### src/rtl/div_s4_seq.sv
// Iterative signed divider: restoring division on magnitudes with sign correction, one quotient bit per clock.
// Latency WIDTH+1 clocks from start to done; a start is accepted only while idle (including the done cycle).
module div_s4_seq #(
    parameter int WIDTH = 4
) (
    input  logic             clk,
    input  logic             rst_n,
    input  logic             start,
    input  logic [WIDTH-1:0] dividend,
    input  logic [WIDTH-1:0] divisor,
    output logic             busy,
    output logic             done,
    output logic [WIDTH-1:0] quotient,
    output logic [WIDTH-1:0] remainder,
    output logic             div_by_zero,
    output logic             overflow
);

    localparam int CW = (WIDTH > 1) ? $clog2(WIDTH) : 1;
    localparam logic [WIDTH-1:0] MOST_NEG = {1'b1, {(WIDTH-1){1'b0}}};

    typedef enum logic [1:0] {
        IDLE,
        ITER,
        SIGN
    } state_t;

    state_t state, state_nxt;

    logic [CW-1:0]    cnt;
    logic [WIDTH-1:0] dvd_r;
    logic [WIDTH-1:0] dvs_mag;
    logic [WIDTH-1:0] dq;
    logic [WIDTH-1:0] rem;
    logic             neg_dvd;
    logic             neg_q;
    logic             dz_r;
    logic             ov_r;
    logic             accept;
    logic [WIDTH:0]   pr_trial;

    function automatic logic [WIDTH-1:0] mag(input logic [WIDTH-1:0] v);
        mag = v[WIDTH-1] ? (~v + WIDTH'(1)) : v;
    endfunction

    function automatic logic [WIDTH-1:0] neg(input logic [WIDTH-1:0] v);
        neg = ~v + WIDTH'(1);
    endfunction

    always_ff @(posedge clk) begin
        if (!rst_n) state <= IDLE;
        else        state <= state_nxt;
    end

    always_comb begin
        state_nxt = state;
        busy      = 1'b0;
        accept    = 1'b0;
        case (state)
            IDLE: begin
                if (start) begin
                    accept    = 1'b1;
                    state_nxt = ITER;
                end
            end
            ITER: begin
                busy = 1'b1;
                if (cnt == '0) state_nxt = SIGN;
            end
            SIGN: begin
                busy      = 1'b1;
                state_nxt = IDLE;
            end
            default: state_nxt = IDLE;
        endcase
    end

    // Shift the next dividend bit into the partial remainder and trial-subtract; bit WIDTH is the borrow.
    assign pr_trial = {rem, dq[WIDTH-1]} - {1'b0, dvs_mag};

    always_ff @(posedge clk) begin
        if (!rst_n) begin
            cnt         <= '0;
            dvd_r       <= '0;
            dvs_mag     <= '0;
            dq          <= '0;
            rem         <= '0;
            neg_dvd     <= 1'b0;
            neg_q       <= 1'b0;
            dz_r        <= 1'b0;
            ov_r        <= 1'b0;
            done        <= 1'b0;
            quotient    <= '0;
            remainder   <= '0;
            div_by_zero <= 1'b0;
            overflow    <= 1'b0;
        end else begin
            done <= 1'b0;
            if (accept) begin
                dvd_r   <= dividend;
                neg_dvd <= dividend[WIDTH-1];
                neg_q   <= dividend[WIDTH-1] ^ divisor[WIDTH-1];
                dq      <= mag(dividend);
                dvs_mag <= mag(divisor);
                rem     <= '0;
                cnt     <= CW'(WIDTH - 1);
                dz_r    <= (divisor == '0);
                ov_r    <= (dividend == MOST_NEG) && (divisor == '1);
            end
            if (state == ITER) begin
                if (!pr_trial[WIDTH]) begin
                    rem <= pr_trial[WIDTH-1:0];
                    dq  <= {dq[WIDTH-2:0], 1'b1};
                end else begin
                    rem <= {rem[WIDTH-2:0], dq[WIDTH-1]};
                    dq  <= {dq[WIDTH-2:0], 1'b0};
                end
                cnt <= cnt - 1'b1;
            end
            if (state == SIGN) begin
                done        <= 1'b1;
                div_by_zero <= dz_r;
                overflow    <= ov_r;
                // Most-negative / -1 needs no override: the magnitude quotient wraps to MOST_NEG.
                if (dz_r) begin
                    quotient  <= '1;
                    remainder <= dvd_r;
                end else begin
                    quotient  <= neg_q   ? neg(dq)  : dq;
                    remainder <= neg_dvd ? neg(rem) : rem;
                end
            end
        end
    end

endmodule
### config.mk
export PLATFORM = sky130hd
export DESIGN_NAME = div_s4_seq
export DESIGN_NICKNAME = d
export VERILOG_FILES = /design/src/rtl/div_s4_seq.sv
export SDC_FILE = /design/constraint.sdc
export NUM_CORES = 1
export LEC_CHECK = 0
export CAP_MARGIN = 20
export CORE_MARGIN = 4
export CORE_UTILIZATION = 55
export DETAILED_ROUTE_END_ITERATION = 8
export PLACE_DENSITY = 0.79
export SLEW_MARGIN = 20
export SYNTH_ARGS = -nofsm -noshare
export SYNTH_HDL_FRONTEND = slang
export SYNTH_SLANG_ARGS = --single-unit
### constraint.sdc
create_clock -name clk -period 2.6 [get_ports clk]
set_clock_uncertainty 0.05 [all_clocks]
set_input_delay 0.52 -clock clk [delete_from_list [all_inputs] [get_ports clk]]
set_output_delay 0.52 -clock clk [all_outputs]
set_load 0.01 [all_outputs]
## Word level (Yosys, flattened, before mapping)

Cells that the tools add are included.

- Output and inout bits: 12
- Register bits after elaboration: 35
- Bits of input ports: 11

- Bitwise logic cells: 5
- Mux-type cells: 21
- $add $sub $neg: 6
- Reductions and logical operators: 7
- Equal/unequal tests: 6

Operator list:

| operator | count |
|---|---|
| 4-bit 2-to-1 mux | 11 |
| 4-bit by 1-bit adder with 4-bit output (second input constant) | 4 |
| 4-bit NOT | 4 |
| 4-bit equality test (second input constant) | 2 |
| 2-bit 2-to-1 mux | 4 |
| 1-bit 2-to-1 mux | 5 |
| 5-bit by 4-bit subtractor with 5-bit output | 1 |
| 2-bit logical NOT | 2 |
| 4-bit logical NOT | 1 |
| 2-bit inequality test (second input constant) | 2 |
| 2-bit one-hot mux with 2 select lines | 1 |
| 2-bit by 1-bit equality test with 1-bit output (second input constant) | 1 |
| 2-bit equality test (second input constant) | 1 |
| 2-bit AND reduction | 1 |
| 2-bit nonzero test | 1 |
| 2-bit OR reduction | 1 |
| 2-bit by 1-bit subtractor with 2-bit output (second input constant) | 1 |
| 1-bit logical AND | 1 |
| 1-bit XOR | 1 |

## Longest topological paths before layout

- Depth after elaboration: 5
- Depth in mapped cells: 8
- Gate-level depth less buffers: 8

## Worst setup path before layout

Ideal clock, no wire load.

- Path kind: flip-flop to flip-flop
- Start point: register dq[3]
- End point: register rem[3]
- Arrival time: 1.859 ns
- Setup slack: 0.569 ns
- Stages on the path, launching flop included: 9
- Data required time: 2.428 ns
- Period minus slack after synthesis: 2.031 ns
- Path through: dfxtp_1 -> inv_1 -> ha_1 -> inv_1 -> fa_1 -> a21o_1 -> a211oi_2 -> a2111oi_0 -> a311o_1

- Cells in the longest elaborated chain, start to end: 3

RTL lines:

| element | RTL line | RTL |
|---|---|---|
| start, declared | 33 | `logic [WIDTH-1:0] dq;` |
| start signal, assigned | 103 | `dq <= mag(dividend);` |
| start signal, assigned | 113 | `dq <= {dq[WIDTH-2:0], 1'b1};` |
| start signal, assigned | 116 | `dq <= {dq[WIDTH-2:0], 1'b0};` |
| 5-bit by 4-bit subtractor with 5-bit output | 79 | `assign pr_trial = {rem, dq[WIDTH-1]} - {1'b0, dvs_mag};` |
| 4-bit 2-to-1 mux | 111 | `if (!pr_trial[WIDTH]) begin` |
| 4-bit 2-to-1 mux | 110 | `if (state == ITER) begin` |
| end signal, assigned | 112 | `rem <= pr_trial[WIDTH-1:0];` |
| end signal, assigned | 115 | `rem <= {rem[WIDTH-2:0], dq[WIDTH-1]};` |
| end, declared | 34 | `logic [WIDTH-1:0] rem;` |

Every way passes these cells.
A chain may end at the register's enable or synchronous reset.

## Final worst setup path

Ends and elaborated chain as after synthesis.

==> flow_metrics.env <==
export IMPL_outcome="complete, no violations"
export IMPL_arrival_ns=2.37
export IMPL_async_flop_share=0
export IMPL_cts_tree="yes"
export IMPL_ys_seq_area_frac=0.366
export IMPL_irDropWorstVdd_mv=0.390
export IMPL_ant_nets=0
export IMPL_clk_path_buf_depth=2
export IMPL_synth_top_family_by_area="compound AO/OA/AOI/OAI gates"
export IMPL_viasPerCell=5.40
export IMPL_cts_buffers=5
export IMPL_synth_adder_area_share=0.105
export IMPL_cts_root_buf="clkbuf_4"
export IMPL_netlist_top_cells_count="dfxtp_1, inv_1, nand2_1"
export IMPL_cts_resized=0
export IMPL_max_cap_violations=0
export IMPL_synth_xor_area_frac=0.0330
export IMPL_hp_start="dvd_r[2]"
export IMPL_synth_edff_count=0
export IMPL_timing_fmax_mhz=457
export IMPL_synth_area_leaders="dfxtp_1, ha_1, mux2i_1"
export IMPL_vias=1544
export IMPL_worstHoldPathType="reg2reg"
export IMPL_rows=20
export IMPL_globalRoute_totalOverflow=0
export IMPL_wl_per_cell_um=13.3
export IMPL_grt_pass1_wl_um=6720
export IMPL_synthMuxAreaShare=0.0538
export IMPL_reg2reg_to="rem[3]"
export IMPL_synthSimpleGateAreaFrac=0.182
export IMPL_port_buffers=22
export IMPL_start_util=0.590
export IMPL_setup_ws_ns=0.413
export IMPL_htree_num_levels=2
export IMPL_layout_nets=267
export IMPL_pre_cts_ws_ns=0.456
export IMPL_yosysMostFrequentCell="dfxtp_1"
export IMPL_hold_depth=2
export IMPL_synth_nets=246
export IMPL_drive_above_1_share=0.0579
export IMPL_tns_ns=0
export IMPL_core_area_um2=3150
export IMPL_critPathRequiredTime_ns=2.78
export IMPL_syn_area_um2=1860
export IMPL_setup_violations=0
export IMPL_rsz0062_at_grt="false"
export IMPL_cts_setup_buffers=0
export IMPL_hold_viol=0
export IMPL_ff2ff_setup_slack_ns=0.41
export IMPL_io_pins=23
export IMPL_worstSetupPathType="reg2reg"
export IMPL_grt_usage=0.204
export IMPL_worst_slew_pin_slew_ns=0.772
export IMPL_area_growth_pct=16.9
export IMPL_antenna_found_initial=0
export IMPL_r2r_start="dq[3]"
export IMPL_antenna_cells=0
export IMPL_yosysTopAreaCellShare=0.366
export IMPL_clock_sinks=34
export IMPL_fin_hold_ws_ns=0.405
export IMPL_drt_initial_drc_count=77
export IMPL_fin_crit_sh=0.841
export IMPL_clock_latency_ns=0.33
export IMPL_die_h_um=66.2
export IMPL_dieArea_um2=4380
export IMPL_finalNonFillerCells=286
export IMPL_end_kind="register"
export IMPL_grt_start_max_net_pins=25
export IMPL_synth_compound_area_frac=0.191
export IMPL_gp_congestion=0.794
export IMPL_reg2regPathDepth=8
export IMPL_synth_area_per_cell_um2=8.46
export IMPL_period_needed_ns=2.19
export IMPL_critPathLaunchType="register"
export IMPL_power_density_nw_per_um2=926
export IMPL_path_max_fanout=5
export IMPL_grt_pass1_vias=1503
export IMPL_path_clk_slew_ns=0.10
export IMPL_yosys_cell_types_count=40
export IMPL_die_w_um=66.2
export IMPL_synth_top_area_cell="dfxtp_1"
export IMPL_maxSlewHeadroom=0.485
export IMPL_wl_um=3810
export IMPL_dp_cells=278
export IMPL_firstDrtPassIters=4
export IMPL_synth_ff_type="dfxtp_1"
export IMPL_ys_ff_latch=34
export IMPL_dpl_hpwl_um=2850
export IMPL_synthCells=220
export IMPL_drv_slew=0
export IMPL_drc_errors=0
export IMPL_p_leak_nw=0.839
export IMPL_hold_buffers=0
export IMPL_yosysWarnings=0
export IMPL_min_to="dvd_r[2]"
-- cells by family (layout without fill, tap and decap cells) --
kind of cell / Yosys count / after routing
compound gates: 52 / 52
xor+xnor: 7 / 7
fa+ha+maj: 15 / 15
buf+inv: 33 / 55
flops: 34 / 34
mux: 10 / 10
simple gates: 69 / 69
-- layer usage --
metal / global-route usage / share of wire
met3: 0.0680 / 0.048
met1: 0.262 / 0.50
met4: 0.0609 / 0.013
met5: 0 / 0
met2: 0.322 / 0.44
-- critical path, stage by stage, from the launching register on --
cell and delay (ns):
dfxtp_1 0.35, inv_1 0.09, ha_1 0.16, inv_1 0.05, fa_1 0.41, a21o_1 0.22, a211oi_2 0.33, a2111oi_0 0.11
a311o_1 0.32
-- where the power goes --
part	leakage (nW)	switching, W	internal, W	total (W)
Clock	0.0353	0.000173	0.000131	0.000304
Combinational	0.526	0.000515	0.000436	0.000951
Sequential	0.278	0.000111	0.000648	0.000759
-- cell type report --
cell class	instances	area, um^2
flip-flops and latches	34	681
clock inverters	1	5.00
inverters	21	78.8
repair buffers	26	250
clock buffers	7	55.1
multi-input cells	153	1050
fillers	301	978
well taps	44	55.1
-- metrics by stage --
step | instance area [um^2] | util | power, W
after floorplan | 1860 | - | 0.00145
after global placement | 2110 | 0.671 | 0.00170
after detailed placement | 2110 | 0.671 | 0.00172
after CTS | 2170 | 0.690 | 0.00202
after global routing | 2170 | 0.690 | 0.00221
final | 2170 | 0.690 | 0.00201
-- placed cells by master (no fill, tap or decap), drive strengths merged, types with 4 or more instances in the layout --
cell type / count
nand2b: 4
nor3: 4
a21oi: 15
ha: 14
xnor2: 7
o21ai: 8
mux2i: 10
clkdlybuf4s50: 22
nor2b: 5
a31oi: 4
inv: 21
clkbuf: 7
nand2: 18
dfxtp: 34
nor2: 17
a211oi: 8
nand3: 7
buf: 4
-- sequential cells by signal, summed over array words and instances (netlist names) --
register / flops
dq: 4
done: 1
overflow: 1
neg_q: 1
div_by_zero: 1
dvs_mag: 4
quotient: 4
remainder: 4
dz_r: 1
cnt: 2
state: 2
rem: 4
ov_r: 1
dvd_r: 4
-- worst max-delay path by stage --
stage	from	to	slack, ns
after floorplan	dq[3]	rem[3]	0.57
after global placement	dq[3]	rem[3]	0.49
after detailed placement	dq[3]	rem[3]	0.46
after CTS	state[0]	busy	0.41
after global routing	dq[3]	rem[3]	0.33
final	dq[3]	rem[3]	0.41
(Power assumes the default switching activity.)
